$ cat config.mk
export PLATFORM = sky130hd
export DESIGN_NAME = pwm_scheduler
export DESIGN_NICKNAME = d
export VERILOG_FILES = /design/src/rtl/pwm_pkg.sv /design/src/rtl/pwm_period_counter.sv /design/src/rtl/pwm_scheduler.sv
export SDC_FILE = /design/constraint.sdc
export NUM_CORES = 1
export LEC_CHECK = 0
export CAP_MARGIN = 5
export CORE_ASPECT_RATIO = 1.75
export CORE_MARGIN = 2
export CORE_UTILIZATION = 55
export DETAILED_ROUTE_END_ITERATION = 10
export PLACE_DENSITY = 0.79
export SLEW_MARGIN = 30
export SYNTH_ARGS = -nofsm -noshare
export SYNTH_HDL_FRONTEND = slang
export SYNTH_HIERARCHICAL = 1
export SYNTH_SLANG_ARGS = --single-unit
$ cat constraint.sdc
create_clock -name clk -period 5.7 [get_ports clk]
set_clock_uncertainty 0.15 [all_clocks]
set_input_delay 0.855 -clock clk [delete_from_list [all_inputs] [get_ports clk]]
set_output_delay 0.855 -clock clk [all_outputs]
set_load 0.01 [all_outputs]
$ cat src/rtl/pwm_pkg.sv
// Shared state encoding and reset constants for the PWM scheduler.
// State constants are plain localparams so older code can reference them without the enum.
package pwm_pkg;

   localparam logic [1:0] ST_IDLE  = 2'd0;
   localparam logic [1:0] ST_RUN   = 2'd1;
   localparam logic [1:0] ST_DRAIN = 2'd2;

   typedef enum logic [1:0] {
      IDLE  = ST_IDLE,
      RUN   = ST_RUN,
      DRAIN = ST_DRAIN
   } pwm_state_e;

   // Period registers reset to all ones, duty registers to zero (replicated to BITS by the user).
   localparam logic PERIOD_RST_BIT = 1'b1;
   localparam logic DUTY_RST_BIT   = 1'b0;

endpackage

$ cat src/rtl/pwm_period_counter.sv
// Shared period counter: counts 0..period and flags the wrap cycle (cnt == period while enabled).
// clr has priority over en and forces the count back to zero.
module pwm_period_counter #(
   parameter int BITS = 8
) (
   input  logic            clk,
   input  logic            rstn,
   input  logic            en,
   input  logic            clr,
   input  logic [BITS-1:0] period,
   output logic [BITS-1:0] cnt,
   output logic            wrap
);

   logic [BITS-1:0] cnt_q;
   logic [BITS-1:0] cnt_d;

   assign wrap = en && (cnt_q == period);
   assign cnt  = cnt_q;

   always_comb begin
      cnt_d = cnt_q;
      if (clr) begin
         cnt_d = '0;
      end else if (en) begin
         cnt_d = wrap ? '0 : cnt_q + BITS'(1);
      end
   end

   always_ff @(posedge clk or negedge rstn) begin
      if (!rstn) begin
         cnt_q <= '0;
      end else begin
         cnt_q <= cnt_d;
      end
   end

endmodule

$ cat src/rtl/pwm_scheduler.sv
// Multi-channel PWM generator with double-buffered period/duty configuration.
// New configuration is committed only at a period boundary (or immediately while idle).
module pwm_scheduler
   import pwm_pkg::*;
#(
   parameter int BITS = 8,
   parameter int CH   = 4
) (
   input  logic              clk,
   input  logic              rstn,
   input  logic              start,
   input  logic              stop,
   input  logic              cfg_valid,
   output logic              cfg_ready,
   input  logic [BITS-1:0]   cfg_period,
   input  logic [CH*BITS-1:0] cfg_duty,
   output logic [CH-1:0]     pwm_out,
   output logic [BITS-1:0]   cnt,
   output logic              busy,
   output logic              period_done
);

   pwm_state_e state_q;
   pwm_state_e state_d;

   logic                 pending_q;
   logic                 pending_d;
   logic [BITS-1:0]      shadow_period_q;
   logic [BITS-1:0]      shadow_period_d;
   logic [CH*BITS-1:0]   shadow_duty_q;
   logic [CH*BITS-1:0]   shadow_duty_d;
   logic [BITS-1:0]      active_period_q;
   logic [BITS-1:0]      active_period_d;
   logic [CH*BITS-1:0]   active_duty_q;
   logic [CH*BITS-1:0]   active_duty_d;
   logic                 period_done_q;
   logic                 period_done_d;

   logic idle;
   logic wrap;
   logic cfg_xfer;
   logic commit;

   assign idle        = (state_q == IDLE);
   assign busy        = !idle;
   assign cfg_ready   = !pending_q;
   assign cfg_xfer    = cfg_valid && !pending_q;
   assign period_done = period_done_q;

   pwm_period_counter #(
      .BITS (BITS)
   ) u_counter (
      .clk    (clk),
      .rstn   (rstn),
      .en     (busy),
      .clr    (idle),
      .period (active_period_q),
      .cnt    (cnt),
      .wrap   (wrap)
   );

   // stop beats start in RUN; start beats stop in DRAIN; a stop seen on the wrap cycle ends at once.
   always_comb begin
      state_d = state_q;
      unique case (state_q)
         IDLE: begin
            if (start) state_d = RUN;
         end
         RUN: begin
            if (stop) state_d = wrap ? IDLE : DRAIN;
         end
         DRAIN: begin
            if (start) begin
               state_d = RUN;
            end else if (wrap) begin
               state_d = IDLE;
            end
         end
         default: state_d = IDLE;
      endcase
   end

   // commit needs pending_q, so a transfer landing on the wrap edge waits for the next boundary.
   assign commit = pending_q && (idle || wrap);

   always_comb begin
      pending_d       = pending_q;
      shadow_period_d = shadow_period_q;
      shadow_duty_d   = shadow_duty_q;
      active_period_d = active_period_q;
      active_duty_d   = active_duty_q;
      if (commit) begin
         active_period_d = shadow_period_q;
         active_duty_d   = shadow_duty_q;
         pending_d       = 1'b0;
      end
      if (cfg_xfer) begin
         shadow_period_d = cfg_period;
         shadow_duty_d   = cfg_duty;
         pending_d       = 1'b1;
         // While idle nothing is being generated, so the new values can take effect right away.
         if (idle) begin
            active_period_d = cfg_period;
            active_duty_d   = cfg_duty;
         end
      end
   end

   assign period_done_d = wrap && (state_d != IDLE);

   always_comb begin
      pwm_out = '0;
      for (int i = 0; i < CH; i++) begin
         pwm_out[i] = busy && (cnt < active_duty_q[i*BITS +: BITS]);
      end
   end

   always_ff @(posedge clk or negedge rstn) begin
      if (!rstn) begin
         state_q         <= IDLE;
         pending_q       <= 1'b0;
         shadow_period_q <= {BITS{PERIOD_RST_BIT}};
         shadow_duty_q   <= {(CH*BITS){DUTY_RST_BIT}};
         active_period_q <= {BITS{PERIOD_RST_BIT}};
         active_duty_q   <= {(CH*BITS){DUTY_RST_BIT}};
         period_done_q   <= 1'b0;
      end else begin
         state_q         <= state_d;
         pending_q       <= pending_d;
         shadow_period_q <= shadow_period_d;
         shadow_duty_q   <= shadow_duty_d;
         active_period_q <= active_period_d;
         active_duty_q   <= active_duty_d;
         period_done_q   <= period_done_d;
      end
   end

endmodule
After elaboration in Yosys (flattened, before gate mapping)
Cells that the tools add are included.

cells by class
  equal/unequal tests = 3
  magnitude comparators = 4
  add/subtract/negate cells = 1
  reductions and logical operators = 14
  mux-type cells = 16

operator list
  kind                                           count
  two-way mux 32 bit                             3
  two-way mux 8 bit                              5
  < comparator 8 bit                             4
  two-way mux 2 bit                              5
  adder 8 x 1 -> 8 bit, second input constant    1
  == test 8 bit                                  1
  logical AND 1 bit                              8
  one-hot mux 2 bit (3 select lines)             1
  nonzero test 2 bit                             2
  == test 2 x 1 -> 1 bit, second input constant  1
  == test 2 bit, second input constant           1
  zero test 1 bit                                2
  zero test 2 bit                                1
  two-way mux 1 bit                              2
  logical OR 1 bit                               1

storage, ports and cells
  output and inout bits = 15
  word-level logic and storage cells = 46
  bits in registers = 92
  input port bits = 45

Logic depth before layout (Yosys ltp)
Gate-level depths: netlist (run 1).

  word-level depth = 8
  depth in mapped cells = 10
  depth with buffers taken out = 6

Modules after synthesis
The synthesis (run 1) kept the hierarchy.

by module, submodules not included
  module              times used  cells each  area each (um2)  seq. area each (um2)
  pwm_scheduler       1           412         4410.5           2122.0
  pwm_period_counter  1           51          523.0            200.2

Worst setup path before layout (run 1)
No wires, ideal clock.

  path kind = reg2reg
  start point = register state_q[0]
  end point = register active_duty_q[22]
  setup slack = 3.140 ns
  path buffers = 4
  period minus slack after synthesis = 2.560 ns
  arrival time = 2.333 ns
  setup time = 0.077 ns
  stages on the path, launching flop included = 11
  data required time = 5.473 ns
  path through = dfrtp_1 -> or2_2 -> clkbuf_1 -> buf_4 -> inv_1 -> nor3_4 -> o21bai_1 -> buf_2 -> buf_1 -> a31oi_1 -> a21oi_1

between the ends
  cells in the longest elaborated chain, start to end = 8

RTL lines
  element                 RTL line                  RTL
  from (decl)             pwm_scheduler.sv:23       pwm_state_e state_q;
  from (signal assigned)  pwm_scheduler.sv:128      state_q <= state_d;
  zero test 2 bit *       pwm_scheduler.sv:44       assign idle = (state_q == IDLE);
  zero test 1 bit *       pwm_scheduler.sv:45       assign busy = !idle;
  net busy                pwm_scheduler.sv:19       output logic busy,
  logical AND 1 bit *     pwm_period_counter.sv:18  assign wrap = en && (cnt_q == period);
  net wrap                pwm_scheduler.sv:40       logic wrap;
  logical OR 1 bit *      pwm_scheduler.sv:84       assign commit = pending_q && (idle || wrap);
  logical AND 1 bit *     pwm_scheduler.sv:84
  two-way mux 32 bit *    pwm_scheduler.sv:92       if (commit) begin
  two-way mux 32 bit      pwm_scheduler.sv:102      if (idle) begin
  two-way mux 32 bit *    pwm_scheduler.sv:97       if (cfg_xfer) begin
  net active_duty_d[22]   pwm_scheduler.sv:35       logic [CH*BITS-1:0] active_duty_d;
  to (signal assigned)    pwm_scheduler.sv:125      active_duty_q <= {(CH*BITS){DUTY_RST_BIT}};
  to (signal assigned)    pwm_scheduler.sv:133      active_duty_q <= active_duty_d;
  to (decl)               pwm_scheduler.sv:34       logic [CH*BITS-1:0] active_duty_q;

Mark *: on every way through the listed nets, which the timed path passes. The rest lies on a longest branch.
A chain may end at the register's enable or synchronous reset.

Worst setup path in the final report (run 1)
  start point = register u_counter.cnt_q[1], in the netlist u_counter/cnt[1]
  end point = output pwm_out[0]

between the ends
  cells in the longest elaborated chain, start to end = 2

RTL lines
  element                 RTL line                  RTL
  from (decl)             pwm_period_counter.sv:15  logic [BITS-1:0] cnt_q;
  from (signal assigned)  pwm_period_counter.sv:34  cnt_q <= cnt_d;
  < comparator 8 bit      pwm_scheduler.sv:114      pwm_out[i] = busy && (cnt < active_duty_q[i*BITS +: BITS]);
  logical AND 1 bit       pwm_scheduler.sv:114
  to (decl)               pwm_scheduler.sv:17       output logic [CH-1:0] pwm_out,

No other way between the ends.

==> results of run 1 <==
## state kept, by name, summed over array words and instances, names as in the netlist
| signal | flops |
|---|---|
| state_q | 2 |
| active_period_q | 8 |
| shadow_duty_q | 32 |
| u_counter/cnt | 8 |
| active_duty_q | 32 |
| period_done | 1 |
| pending_q | 1 |
| shadow_period_q | 8 |
## metrics by stage
| step | utilization, % | instances |
|---|---|---|
| floorplan | - | 463 |
| global placement | 64.52 | 612 |
| detailed placement | 65.15 | 614 |
| CTS | 68.96 | 630 |
| global route | 68.96 | 630 |
| finish | 68.96 | 630 |
## worst max-delay path, stage by stage, from the launching register on
cell,delay [ns]
dfrtp_1,0.66
ha_1,0.32
a2111oi_0,0.51
o31a_1,0.25
clkdlybuf4s50_1,0.54
## logic make-up (layout without fill, tap and decap cells)
kind of cell / after synthesis / in the layout
buffers and inverters: 63 / 113
XOR/XNOR: 14 / 14
AND/OR/NAND/NOR: 98 / 98
AO/OA/AOI/OAI: 126 / 126
multiplexers: 41 / 41
adder cells (fa/ha/maj): 29 / 29
flip-flops: 92 / 92
## cell type report
type	count	area, sq um
tap	117	146.4
multi-input combinational	308	2386
fill	666	2691
clock inverter	4	52.55
sequential	92	2323
inverter	32	120.1
clock buffer	12	277.8
timing repair buffer	65	673.1
## path summary, 6_finish.rpt
kind                                                      end                          start  slack [ns]  cells after the start
worst max register to register     active_duty_q[6]$_DFF_PN0_   u_counter/cnt[2]$_DFFE_PN0P_        2.78                      7
worst max-delay path                               pwm_out[0]   u_counter/cnt[1]$_DFFE_PN0P_        2.06                      4
worst min register to register  shadow_duty_q[14]$_DFFE_PN0P_  shadow_duty_q[14]$_DFFE_PN0P_        0.36                      1
max in group asynchronous         active_duty_q[11]$_DFF_PN0_                           rstn        4.00                      2
worst min-delay path            shadow_duty_q[14]$_DFFE_PN0P_  shadow_duty_q[14]$_DFFE_PN0P_        0.36                      1
min in group asynchronous               period_done$_DFF_PN0_                           rstn        0.38                      1
## layer usage
metal | up-vias | wire, um
met5 | - | 0
met4 | 0 | 362
met3 | 29 | 392
met2 | 110 | 6248
met1 | 1928 | 4533
li1 | 1747 | -
## power by group through the flow
| stage | combinational (uW) | clock, uW | sequential [uW] |
|---|---|---|---|
| after floorplan | 935 | 0 | 1120 |
| after global placement | 1140 | 0 | 1190 |
| after detailed placement | 1220 | 0 | 1200 |
| after CTS | 1230 | 649 | 1200 |
| after global routing | 1360 | 674 | 1230 |
| final | 1230 | 643 | 1200 |
## Yosys cell counts, drive strengths merged, types with 2 or more instances
cell type / number / area, sq um
dfrtp: 76 / 1902
mux2: 41 / 461.7
a21oi: 37 / 185.2
nor2: 35 / 131.4
inv: 32 / 120.1
ha: 29 / 362.9
a21o: 28 / 210.2
a31oi: 28 / 175.2
clkbuf: 20 / 75.07
dfstp: 16 / 420.4
and2: 13 / 81.33
and3: 13 / 81.33
a221o: 12 / 120.1
buf: 11 / 55.06
xnor2: 10 / 87.58
nand2: 8 / 30.03
nand4: 8 / 56.30
nor3: 8 / 61.31
nand2b: 5 / 31.28
o21a: 5 / 37.54
a2111oi: 4 / 35.03
o211a: 4 / 40.04
o31a: 4 / 35.03
xor2: 4 / 35.03
nand3b: 2 / 15.01
==> report_table.html, run 1 <==
<table>
<tr><th>Metric</th><th>Value</th></tr>
<tr><th colspan="2">Setup path</th></tr>
<tr><td>Required time at the worst-slack endpoint</td><td>4.70 ns</td></tr>
<tr><td>Worst EP arrival</td><td>roughly 2.6 ns</td></tr>
<tr><td>Maximum fanout along the worst path</td><td>9</td></tr>
<tr><td>CP Launch Type</td><td>register</td></tr>
<tr><td>Critical path endpoint category</td><td>primary output</td></tr>
<tr><td>Type of the worst setup path</td><td>register to primary output</td></tr>
<tr><th colspan="2">Synth</th></tr>
<tr><td>Synthesized instance count</td><td>approximately 460</td></tr>
<tr><td>Main combinational cell family by area after synthesis</td><td>compound AO/OA/AOI/OAI gates</td></tr>
<tr><td>Area fraction in compound gates after synthesis</td><td>between 10% and 20%</td></tr>
<tr><td>Net count of the mapped netlist</td><td>approximately 540</td></tr>
<tr><td>Distinct cell type count of the synthesized netlist</td><td>41</td></tr>
<tr><td>Yosys synthesis warning count</td><td>6</td></tr>
<tr><td>Synthesis-stage register bit count</td><td>92</td></tr>
<tr><td>Async set or reset register ratio after synthesis</td><td>100.0%</td></tr>
<tr><td>Most instantiated flip-flop cell in the synthesis netlist</td><td>dfrtp_1</td></tr>
<tr><td>Simple-Gate Fraction of Synth Area</td><td>a little over a tenth</td></tr>
<tr><td>Syn Area/Cell</td><td>roughly 11 sq um</td></tr>
<tr><td>Post-synth EDFFs</td><td>0</td></tr>
<tr><td>Synthesized-area fraction occupied by adder cells</td><td>between 7 and 8%</td></tr>
<tr><td>Sequential share of the synthesized area</td><td>47.07%</td></tr>
<tr><td>Xor/xnor cell area share of the yosys netlist</td><td>~2.5%</td></tr>
<tr><td>Post-synthesis instance area</td><td>4933 sq um</td></tr>
<tr><td>Multiplexer share of the synthesized area</td><td>9.358%</td></tr>
<tr><th colspan="2">STA</th></tr>
<tr><td>Final cycle utilization of the critical path</td><td>a little under two thirds</td></tr>
<tr><td>TNS Setup</td><td>0 ns</td></tr>
<tr><td>Unrepaired setup endpoints after global routing</td><td>no</td></tr>
<tr><td>WHS</td><td>0.3626 ns</td></tr>
<tr><td>Number of endpoints with negative hold slack in the final report</td><td>0</td></tr>
<tr><td>Setup-violating endpoint count in the final report</td><td>0</td></tr>
<tr><td>Worst-Margin Slew</td><td>0.8482 ns</td></tr>
<tr><td>Normalized max-slew margin</td><td>43.31%</td></tr>
<tr><td>Fmax</td><td>0.2751 GHz</td></tr>
<tr><td>Worst Setup Slack, final</td><td>approximately 2.1 ns</td></tr>
<tr><td>Min Tclk post-route</td><td>roughly 3.6 ns</td></tr>
<tr><td>Final slew viol count</td><td>0</td></tr>
<tr><th colspan="2">Global routing</th></tr>
<tr><td>Met2 track utilization from global routing</td><td>between 40% and 50%</td></tr>
<tr><td>First-pass GRT wire length</td><td>roughly 19000 um</td></tr>
<tr><td>Number of global-route vias before repair</td><td>~4000</td></tr>
<tr><td>Total global-route track usage</td><td>a little over a quarter</td></tr>
<tr><td>Global routing usage on met1</td><td>a little under a third</td></tr>
<tr><td>Initial antenna violation count</td><td>0</td></tr>
<tr><td>Total congestion overflow</td><td>0</td></tr>
<tr><td>Global routing met3 resource utilization</td><td>4.977%</td></tr>
<tr><td>Most Used Layer, Global Route</td><td>met2</td></tr>
<tr><td>Largest net degree at the start of global routing</td><td>69</td></tr>
<tr><th colspan="2">Final layout</th></tr>
<tr><td>Final standard cell area without fillers</td><td>5979 sq um</td></tr>
<tr><td>Fraction of final layout cells sized beyond drive strength 1</td><td>17.93%</td></tr>
<tr><td>Number of inserted diodes</td><td>0</td></tr>
<tr><td>Post-layout net count</td><td>approximately 580</td></tr>
<tr><td>Commonest non-fill, non-tap cell in the layout</td><td>dfrtp_1</td></tr>
<tr><td>Layout area overhead</td><td>21.20%</td></tr>
<tr><td>Top library cells by usage in the layout, fill and taps aside</td><td>75 x dfrtp_1, 58 x clkdlybuf4s50_1, 41 x mux2_2</td></tr>
<tr><th colspan="2">Pwr</th></tr>
<tr><td>Share of power burned in registers</td><td>approximately two fifths</td></tr>
<tr><td>NetSw</td><td>approximately 1100 uW</td></tr>
<tr><td>Overall power of the completed layout</td><td>between 3000 and 4000 uW</td></tr>
<tr><td>Gate power share</td><td>40.0%</td></tr>
<tr><td>Pleak</td><td>between 0.002 and 0.003 uW</td></tr>
<tr><td>VDD IR max</td><td>around 0.00033 V</td></tr>
<tr><td>Cell Int Power</td><td>about 2000 uW</td></tr>
<tr><td>Proportion of total power due to net switching</td><td>roughly a third</td></tr>
<tr><td>Power share of the clock group</td><td>roughly a fifth</td></tr>
<tr><td>Power per standard cell area</td><td>just over 500 nW/um^2</td></tr>
<tr><th colspan="2">Clock network</th></tr>
<tr><td>Gates resized, CTS repair</td><td>0</td></tr>
<tr><td>Latest clock arrival within the worst-skew pair</td><td>roughly 0.34 ns</td></tr>
<tr><td>CTS max path bufs</td><td>2</td></tr>
<tr><td>Number of buffers created by CTS</td><td>9</td></tr>
<tr><td>CTS H-tree depth</td><td>3</td></tr>
<tr><td>TritonCTS Sinks</td><td>92</td></tr>
<tr><td>Number of buffers added for setup after CTS</td><td>0</td></tr>
<tr><td>Count of hold-fix buffers inserted at cts</td><td>0</td></tr>
<tr><td>Clock transition at the registers of the reported paths</td><td>around 0.070 ns</td></tr>
<tr><td>CTS tree</td><td>done</td></tr>
<tr><td>Root buffer selected by CTS</td><td>clkbuf_16</td></tr>
<tr><th colspan="2">Detailed routing</th></tr>
<tr><td>Average wire per standard cell</td><td>between 15 and 20 um</td></tr>
<tr><td>Vias after detailed routing</td><td>~3800</td></tr>
<tr><td>Remaining antenna violation count</td><td>0</td></tr>
<tr><td>Total wirelength of the detailed-routed design</td><td>~12000 um</td></tr>
<tr><td>Number of iterations in the first detailed-routing pass</td><td>5</td></tr>
<tr><td>DRC violation total after the first TritonRoute iteration</td><td>about 290</td></tr>
<tr><td>Detail-routed via count per cell</td><td>about 6.1</td></tr>
<tr><td>Post-route DRC violation count</td><td>0</td></tr>
<tr><th colspan="2">Place</th></tr>
<tr><td>Area post-placement</td><td>~5600 sq um</td></tr>
<tr><td>Weighted congestion reported at the end of routability-driven placement</td><td>~0.8</td></tr>
<tr><td>Detailed placement HPWL</td><td>roughly 7500 um</td></tr>
<tr><td>Worst slack, placed</td><td>about 2.4 ns</td></tr>
<tr><td>Port Buf Inserts</td><td>between 50 and 60</td></tr>
<tr><th colspan="2">Floorplanning</th></tr>
<tr><td>Die Outline Area</td><td>9774 sq um</td></tr>
<tr><td>Starting density of the core</td><td>56.90%</td></tr>
<tr><td>Area inside the core boundary</td><td>roughly 8700 sq um</td></tr>
<tr><td>Die extent in y</td><td>~130 um</td></tr>
<tr><td>Number of ports placed on the die boundary</td><td>60</td></tr>
<tr><td>Count of standard-cell rows</td><td>45</td></tr>
<tr><td>Horizontal die dimension</td><td>~76 um</td></tr>
<tr><th colspan="2">Outcome</th></tr>
<tr><td>Status</td><td>finished, final reports clean</td></tr>
<tr><th colspan="2">Run</th></tr>
<tr><td>Max-cap violations</td><td>0</td></tr>
<tr><th colspan="2">Worst hold path</th></tr>
<tr><td>Class of the worst hold path</td><td>register to register</td></tr>
</table>
(Power assumes the default switching activity.)
==> inputs of run 2 (changes only) <==
--- a/config.mk
+++ b/config.mk
@@ -8,9 +8,9 @@
 export CAP_MARGIN = 5
 export CORE_ASPECT_RATIO = 1.75
 export CORE_MARGIN = 2
-export CORE_UTILIZATION = 55
+export CORE_UTILIZATION = 51
 export DETAILED_ROUTE_END_ITERATION = 10
-export PLACE_DENSITY = 0.79
+export PLACE_DENSITY = 0.77
 export SLEW_MARGIN = 30
 export SYNTH_ARGS = -nofsm -noshare
 export SYNTH_HDL_FRONTEND = slang
==> constraint.sdc (replaced) <==
create_clock -name clk -period 3 [get_ports clk]
set_clock_uncertainty 0.15 [all_clocks]
set_input_delay 0.45 -clock clk [delete_from_list [all_inputs] [get_ports clk]]
set_output_delay 0.45 -clock clk [all_outputs]
set_load 0.01 [all_outputs]
==> run 2 against run 1 <==
The run now ends with negative hold slack left. Sequential power is 85% higher. Hold slack worse by 0.37 ns. Sequential cell count stayed put. Routed wire length is 2.1% lower. Critical path type unchanged. Via count is 3.3% lower. Setup slack worse by 2.0 ns. First-iteration DRC count is 8.8% lower. Sequential share of layout area is 0.13 points higher. Non-clock buffer count is 2 higher. Total power is 89% higher.
==> report_table.html, run 2 (synthesis gave the netlist of run 1 again) <==
<table>
<tr><th>Metric</th><th>Value</th></tr>
<tr><th colspan="2">Setup path</th></tr>
<tr><td>End of the worst register-to-register path</td><td>active_duty_q[13]$_DFF_PN0_</td></tr>
<tr><td>CP Launch Type</td><td>register</td></tr>
<tr><td>Worst EP arrival</td><td>2.33 ns</td></tr>
<tr><td>Type of the worst setup path</td><td>register to primary output</td></tr>
<tr><td>Critical path endpoint category</td><td>primary output</td></tr>
<tr><td>Maximum fanout along the worst path</td><td>9</td></tr>
<tr><td>Register-to-register setup slack</td><td>around 0.44 ns</td></tr>
<tr><td>Count of cells along the worst register-to-register path</td><td>7</td></tr>
<tr><td>Required time at the worst-slack endpoint</td><td>around 2.4 ns</td></tr>
<tr><td>Reg-to-Reg Start</td><td>u_counter/cnt[4]$_DFFE_PN0P_</td></tr>
<tr><th colspan="2">Floorplanning</th></tr>
<tr><td>Die extent in y</td><td>134.1 um</td></tr>
<tr><td>Die Outline Area</td><td>10510 sq um</td></tr>
<tr><td>Starting density of the core</td><td>between 50% and 60%</td></tr>
<tr><td>Count of standard-cell rows</td><td>between 40 and 50</td></tr>
<tr><td>Number of ports placed on the die boundary</td><td>60</td></tr>
<tr><td>Area inside the core boundary</td><td>about 9400 sq um</td></tr>
<tr><td>Horizontal die dimension</td><td>approximately 78 um</td></tr>
<tr><th colspan="2">Outcome</th></tr>
<tr><td>Status</td><td>finished, violations left</td></tr>
<tr><td>Violated checks</td><td>negative hold slack</td></tr>
<tr><th colspan="2">Clock network</th></tr>
<tr><td>Latest clock arrival within the worst-skew pair</td><td>between 0.3 and 0.4 ns</td></tr>
<tr><td>TritonCTS Sinks</td><td>between 90 and 100</td></tr>
<tr><td>CTS H-tree depth</td><td>3</td></tr>
<tr><td>Root buffer selected by CTS</td><td>clkbuf_16</td></tr>
<tr><td>CTS tree</td><td>done</td></tr>
<tr><td>Number of buffers added for setup after CTS</td><td>0</td></tr>
<tr><td>Number of buffers created by CTS</td><td>9</td></tr>
<tr><td>CTS max path bufs</td><td>2</td></tr>
<tr><td>Count of hold-fix buffers inserted at cts</td><td>0</td></tr>
<tr><td>Clock transition at the registers of the reported paths</td><td>about 0.060 ns</td></tr>
<tr><th colspan="2">Place</th></tr>
<tr><td>Detailed placement HPWL</td><td>between 7000 and 8000 um</td></tr>
<tr><td>Weighted congestion reported at the end of routability-driven placement</td><td>about 0.84</td></tr>
<tr><td>Port Buf Inserts</td><td>between 50 and 60</td></tr>
<tr><th colspan="2">STA</th></tr>
<tr><td>TNS Setup</td><td>0 ns</td></tr>
<tr><td>Number of endpoints with negative hold slack in the final report</td><td>2</td></tr>
<tr><td>Normalized max-slew margin</td><td>between 50% and 60%</td></tr>
<tr><td>Unrepaired setup endpoints after global routing</td><td>no</td></tr>
<tr><td>Final slew viol count</td><td>0</td></tr>
<tr><td>WHS</td><td>-0.002578 ns</td></tr>
<tr><td>Fmax</td><td>roughly 0.34 GHz</td></tr>
<tr><td>Min Tclk post-route</td><td>2.934 ns</td></tr>
<tr><td>Setup-violating endpoint count in the final report</td><td>0</td></tr>
<tr><td>Final cycle utilization of the critical path</td><td>a little over nine tenths</td></tr>
<tr><td>Worst-Margin Slew</td><td>between 0.7 and 0.8 ns</td></tr>
<tr><th colspan="2">Pwr</th></tr>
<tr><td>Proportion of total power due to net switching</td><td>34.22%</td></tr>
<tr><td>Power per standard cell area</td><td>972.8 nW/um^2</td></tr>
<tr><td>Gate power share</td><td>between 40% and 50%</td></tr>
<tr><td>Cell Int Power</td><td>about 3800 uW</td></tr>
<tr><td>VDD IR max</td><td>between 0.0004 and 0.0005 V</td></tr>
<tr><td>Power share of the clock group</td><td>a little over a fifth</td></tr>
<tr><td>NetSw</td><td>approximately 2000 uW</td></tr>
<tr><td>Share of power burned in registers</td><td>approximately two fifths</td></tr>
<tr><td>Pleak</td><td>~0.0027 uW</td></tr>
<tr><th colspan="2">Detailed routing</th></tr>
<tr><td>Detail-routed via count per cell</td><td>approximately 5.8</td></tr>
<tr><td>Remaining antenna violation count</td><td>0</td></tr>
<tr><td>DRC violation total after the first TritonRoute iteration</td><td>roughly 270</td></tr>
<tr><td>Vias after detailed routing</td><td>roughly 3700</td></tr>
<tr><td>Total wirelength of the detailed-routed design</td><td>approximately 11000 um</td></tr>
<tr><td>Post-route DRC violation count</td><td>0</td></tr>
<tr><td>Average wire per standard cell</td><td>about 18 um</td></tr>
<tr><td>Number of iterations in the first detailed-routing pass</td><td>4</td></tr>
<tr><th colspan="2">Worst hold path</th></tr>
<tr><td>Class of the worst hold path</td><td>input pin to async pin</td></tr>
<tr><th colspan="2">Global routing</th></tr>
<tr><td>Number of global-route vias before repair</td><td>~3800</td></tr>
<tr><td>Total global-route track usage</td><td>approximately 22%</td></tr>
<tr><td>Total congestion overflow</td><td>0</td></tr>
<tr><td>Initial antenna violation count</td><td>0</td></tr>
<tr><td>Largest net degree at the start of global routing</td><td>80</td></tr>
<tr><td>First-pass GRT wire length</td><td>18320 um</td></tr>
<tr><th colspan="2">Final layout</th></tr>
<tr><td>Fraction of final layout cells sized beyond drive strength 1</td><td>18.45%</td></tr>
<tr><td>Top library cells by usage in the layout, fill and taps aside</td><td>73 x dfrtp_1, 58 x clkdlybuf4s50_1, 41 x mux2_2</td></tr>
<tr><td>Top flop regs</td><td>active_duty_q: 32 flops, shadow_duty_q: 32 flops</td></tr>
<tr><td>Number of inserted diodes</td><td>0</td></tr>
<tr><td>Layout filler cell count</td><td>about 760</td></tr>
<tr><td>Post-layout net count</td><td>584</td></tr>
<tr><td>Layout area overhead</td><td>20.92%</td></tr>
<tr><td>Commonest non-fill, non-tap cell in the layout</td><td>dfrtp_1</td></tr>
<tr><th colspan="2">Run</th></tr>
<tr><td>Max-cap violations</td><td>0</td></tr>
</table>
run 2: cell types whose count changed in the layout (fill, tap and decap cells not counted), sizes merged:
cell	change
bufinv	+1
buf	+2
clkbuf	-2
clkinvlp	+2
inv	-1
run 2: final cells by class:
cell class	instances	area (sq um)	area share [%]
multi-input cells	308	2389	40.04
inverters	32	120.1	2.013
well taps	122	152.6	2.559
repair buffers	67	651.9	10.93
clock inverters	6	87.58	1.468
clock buffers	10	239.0	4.006
flip-flops and latches	92	2326	38.99
run 2: critical path, stage by stage, from the launching register on:
cell	delay, ns
dfrtp_1	0.63
ha_1	0.34
a21oi_1	0.16
o211a_1	0.15
o31a_1	0.16
clkdlybuf4s50_1	0.55
run 2: timing repair:
item	CTS	global route
endpoints found under the hold margin	0	0
setup endpoints to repair	1	2
gates resized for setup	1	3
run 2: stage by stage:
step | utilization (%) | area, sq um | cells | power (uW) | setup WS [ns]
after floorplan | - | 4933 | 463 | 3909 | 0.4398
final | 63.40 | 5966 | 637 | 5804 | 0.06584
after global placement | 59.84 | 5630 | 621 | 4461 | 0.3872
after global routing | 63.40 | 5966 | 637 | 6199 | 0.002691
after detailed placement | 59.84 | 5630 | 621 | 4587 | 0.3428
after CTS | 63.32 | 5958 | 637 | 5831 | 0.03257
run 2: layer usage:
layer	GRT usage, %	share of wire, %	wire, um
met4	9.162	1.8	203
met3	3.903	4.1	465
met5	0	0	0
met2	38.89	55	6173
met1	27.15	39	4450
run 2: worst max path at each step:
stage / end / slack, ns / from / depth (start not counted)
floorplan: active_duty_q[22]$_DFF_PN0_ / 0.44 / state_q[0]$_DFF_PN0_ / 10
global placement: pwm_out[1] / 0.39 / u_counter/cnt[1]$_DFFE_PN0P_ / 4
detailed placement: pwm_out[3] / 0.34 / u_counter/cnt[1]$_DFFE_PN0P_ / 4
CTS: pwm_out[3] / 0.03 / u_counter/cnt[3]$_DFFE_PN0P_ / 4
global route: pwm_out[0] / 0.003 / u_counter/cnt[2]$_DFFE_PN0P_ / 4
finish: pwm_out[1] / 0.07 / u_counter/cnt[5]$_DFFE_PN0P_ / 5
run 2: power groups by stage:
stage / registers [uW] / logic, uW / clock network (uW)
after floorplan: 2130 / 1780 / 0
after global placement: 2210 / 2250 / 0
after detailed placement: 2240 / 2350 / 0
after CTS: 2220 / 2370 / 1240
after global routing: 2280 / 2610 / 1310
final: 2220 / 2360 / 1220
==> inputs of run 3 (changes only) <==
--- a/config.mk
+++ b/config.mk
@@ -5,6 +5,7 @@
 export SDC_FILE = /design/constraint.sdc
 export NUM_CORES = 1
 export LEC_CHECK = 0
+export ABC_CLOCK_PERIOD_IN_PS = 3000
 export CAP_MARGIN = 5
 export CORE_ASPECT_RATIO = 1.75
 export CORE_MARGIN = 2
==> constraint.sdc (replaced) <==
create_clock -name clk -period 3 [get_ports clk]
set_clock_uncertainty 0.15 [all_clocks]
set_input_delay 0.3 -clock clk [delete_from_list [all_inputs] [get_ports clk]]
set_output_delay 0.3 -clock clk [all_outputs]
set_load 0.01 [all_outputs]
==> run 3 against run 2 <==
The run now ends clean. Count of clock-buffer cells in the layout grew 1. Sequential share of layout area shrank 0.20 points. Hold slack gained 0.36 ns. Sequential power grew 2%. Core utilization grew 0.27 points. Combinational power shrank 3%. Routed wire length shrank 1.1%. Critical path depth shrank 1. Maximum frequency grew 1.5%. Largest cell class unchanged. Highest routed layer unchanged.
==> report_table.html, run 3 (synthesis gave the netlist of run 1 again) <==
<table>
<tr><th>Metric</th><th>Value</th></tr>
<tr><th colspan="2">Outcome</th></tr>
<tr><td>Status</td><td>finished, final reports clean</td></tr>
<tr><th colspan="2">Global routing</th></tr>
<tr><td>First-pass GRT wire length</td><td>18110 um</td></tr>
<tr><td>Initial antenna violation count</td><td>0</td></tr>
<tr><td>Total congestion overflow</td><td>0</td></tr>
<tr><td>Largest net degree at the start of global routing</td><td>69</td></tr>
<tr><td>Total global-route track usage</td><td>22.18%</td></tr>
<tr><td>Number of global-route vias before repair</td><td>approximately 3700</td></tr>
<tr><th colspan="2">Clock network</th></tr>
<tr><td>CTS tree</td><td>done</td></tr>
<tr><td>Number of buffers added for setup after CTS</td><td>0</td></tr>
<tr><td>Gates resized, CTS repair</td><td>0</td></tr>
<tr><td>CTS H-tree depth</td><td>3</td></tr>
<tr><td>CTS max path bufs</td><td>2</td></tr>
<tr><td>Root buffer selected by CTS</td><td>clkbuf_16</td></tr>
<tr><td>TritonCTS Sinks</td><td>slightly above 90</td></tr>
<tr><td>Clock transition at the registers of the reported paths</td><td>~0.060 ns</td></tr>
<tr><td>Number of buffers created by CTS</td><td>9</td></tr>
<tr><td>Latest clock arrival within the worst-skew pair</td><td>0.33 ns</td></tr>
<tr><th colspan="2">Final layout</th></tr>
<tr><td>Top flop regs</td><td>active_duty_q: 32 flops, shadow_duty_q: 32 flops</td></tr>
<tr><td>Post-layout net count</td><td>roughly 590</td></tr>
<tr><td>Number of inserted diodes</td><td>0</td></tr>
<tr><td>Final standard cell utilization of the core</td><td>a little under two thirds</td></tr>
<tr><td>Top library cells by usage in the layout, fill and taps aside</td><td>75 x dfrtp_1, 58 x clkdlybuf4s50_1, 41 x mux2_2</td></tr>
<tr><td>Fraction of final layout cells sized beyond drive strength 1</td><td>18.18%</td></tr>
<tr><td>Layout area overhead</td><td>21.43%</td></tr>
<tr><td>Register Area</td><td>about 2300 sq um</td></tr>
<tr><td>Commonest non-fill, non-tap cell in the layout</td><td>dfrtp_1</td></tr>
<tr><td>Multi-input combinational cell area</td><td>between 2000 and 2500 sq um</td></tr>
<tr><td>Layout filler cell count</td><td>774</td></tr>
<tr><th colspan="2">Detailed routing</th></tr>
<tr><td>Number of iterations in the first detailed-routing pass</td><td>4</td></tr>
<tr><td>Post-route DRC violation count</td><td>0</td></tr>
<tr><td>Remaining antenna violation count</td><td>0</td></tr>
<tr><td>DRC violation total after the first TritonRoute iteration</td><td>around 250</td></tr>
<tr><td>Total wirelength of the detailed-routed design</td><td>11160 um</td></tr>
<tr><td>Average wire per standard cell</td><td>17.47 um</td></tr>
<tr><td>Vias after detailed routing</td><td>3716</td></tr>
<tr><td>Detail-routed via count per cell</td><td>a little under 6</td></tr>
<tr><th colspan="2">Setup path</th></tr>
<tr><td>Maximum fanout along the worst path</td><td>9</td></tr>
<tr><td>CP startpoint</td><td>u_counter/cnt[1]$_DFFE_PN0P_</td></tr>
<tr><td>Count of cells along the worst register-to-register path</td><td>7</td></tr>
<tr><td>Required time at the worst-slack endpoint</td><td>approximately 2.6 ns</td></tr>
<tr><td>Critical path endpoint category</td><td>primary output</td></tr>
<tr><td>Reg-to-Reg Start</td><td>u_counter/cnt[2]$_DFFE_PN0P_</td></tr>
<tr><td>Register-to-register setup slack</td><td>roughly 0.41 ns</td></tr>
<tr><td>Worst EP arrival</td><td>roughly 2.4 ns</td></tr>
<tr><td>Type of the worst setup path</td><td>register to primary output</td></tr>
<tr><td>Critical path destination</td><td>pwm_out[3]</td></tr>
<tr><td>End of the worst register-to-register path</td><td>active_duty_q[2]$_DFF_PN0_</td></tr>
<tr><td>CP Launch Type</td><td>register</td></tr>
<tr><th colspan="2">STA</th></tr>
<tr><td>Worst-Margin Slew</td><td>~0.76 ns</td></tr>
<tr><td>Fmax</td><td>approximately 0.35 GHz</td></tr>
<tr><td>Final cycle utilization of the critical path</td><td>between 90% and 100%</td></tr>
<tr><td>Normalized max-slew margin</td><td>between 40% and 50%</td></tr>
<tr><td>TNS Setup</td><td>0 ns</td></tr>
<tr><td>Min Tclk post-route</td><td>2.891 ns</td></tr>
<tr><td>Number of endpoints with negative hold slack in the final report</td><td>0</td></tr>
<tr><td>Unrepaired setup endpoints after global routing</td><td>no</td></tr>
<tr><td>Setup-violating endpoint count in the final report</td><td>0</td></tr>
<tr><td>Final slew viol count</td><td>0</td></tr>
<tr><th colspan="2">Place</th></tr>
<tr><td>Detailed placement HPWL</td><td>~7300 um</td></tr>
<tr><td>Weighted congestion reported at the end of routability-driven placement</td><td>approximately 0.86</td></tr>
<tr><td>Port Buf Inserts</td><td>59</td></tr>
<tr><th colspan="2">Floorplanning</th></tr>
<tr><td>Area inside the core boundary</td><td>between 9000 and 10000 sq um</td></tr>
<tr><td>Die Outline Area</td><td>10510 sq um</td></tr>
<tr><td>Count of standard-cell rows</td><td>47</td></tr>
<tr><td>Number of ports placed on the die boundary</td><td>60</td></tr>
<tr><td>Horizontal die dimension</td><td>around 78 um</td></tr>
<tr><td>Die extent in y</td><td>134.1 um</td></tr>
<tr><td>Starting density of the core</td><td>approximately 52%</td></tr>
<tr><th colspan="2">Worst hold path</th></tr>
<tr><td>Class of the worst hold path</td><td>register to register</td></tr>
<tr><th colspan="2">Pwr</th></tr>
<tr><td>VDD IR max</td><td>just under 0.0006 V</td></tr>
<tr><td>Power per standard cell area</td><td>~960 nW/um^2</td></tr>
<tr><td>Pleak</td><td>0.002699 uW</td></tr>
<tr><th colspan="2">Run</th></tr>
<tr><td>Max-cap violations</td><td>0</td></tr>
</table>
==> run 3: cell types whose count changed in the layout (fill, tap and decap cells not counted) <==
cell,before,now
buf_6,1,0
dfrtp_2,3,1
dfrtp_1,73,75
clkinvlp_4,2,0
clkinv_4,1,0
buf_12,0,2
clkinv_1,1,0
a2111oi_1,2,0
clkbuf_1,0,1
clkinv_2,0,3
a2111oi_0,2,4
dlygate4sd3_1,0,1
==> run 3: layout make-up <==
| class | instances | area share, % |
|---|---|---|
| clock buffer | 11 | 4.052 |
| clock inverter | 5 | 1.253 |
| inverter | 32 | 2.005 |
| multi-input combinational | 308 | 39.83 |
| sequential | 92 | 38.78 |
| tap | 122 | 2.548 |
| timing repair buffer | 69 | 11.53 |
==> run 3: per-layer routing <==
layer | routed length [um] | vias to the layer above | GRT usage (%)
li1 | - | 1754 | -
met3 | 472 | 27 | 3.701
met4 | 338 | 0 | 9.942
met5 | 0 | - | 0
met1 | 4528 | 1834 | 26.78
met2 | 5823 | 101 | 38.55
==> run 3: report_power, final <==
group	internal [uW]	switching [uW]
clock	749	458
sequential	1900	354
combinational	1170	1140
==> run 3: per-stage QoR <==
stage	setup slack (ns)	area [sq um]	hold slack (ns)	instances	total power [uW]
after floorplan	0.4398	4933	-0.1456	463	3909
after global placement	0.5128	5663	0.2648	622	4455
after detailed placement	0.4448	5663	0.2743	622	4575
after CTS	0.1075	5991	0.3614	639	5806
after global routing	0.02595	5991	0.3680	639	6177
final	0.1085	5991	0.3583	639	5768
==> run 3: worst max-delay path: stages, from the launching register on <==
cell and delay, ns:
dfrtp_1 0.62, ha_1 0.32, a2111oi_0 0.41, o31a_1 0.22, clkdlybuf4s50_1 0.54
==> run 3: what timing repair did <==
action                                 4_1_cts  5_1_grt
setup endpoints to repair                    0        0
endpoints found under the hold margin       57        0
hold buffers                                 1        0
==> run 3: how the worst min path moves through the flow <==
stage | startpoint | to | slack [ns] | cells past startpoint
floorplan | rstn | active_duty_q[0]$_DFF_PN0_ | -0.15 | 0
global placement | rstn | active_duty_q[23]$_DFF_PN0_ | 0.26 | 1
detailed placement | rstn | active_duty_q[23]$_DFF_PN0_ | 0.27 | 1
CTS | shadow_duty_q[5]$_DFFE_PN0P_ | shadow_duty_q[5]$_DFFE_PN0P_ | 0.36 | 1
global route | shadow_duty_q[6]$_DFFE_PN0P_ | shadow_duty_q[6]$_DFFE_PN0P_ | 0.37 | 1
finish | shadow_duty_q[15]$_DFFE_PN0P_ | shadow_duty_q[15]$_DFFE_PN0P_ | 0.36 | 1
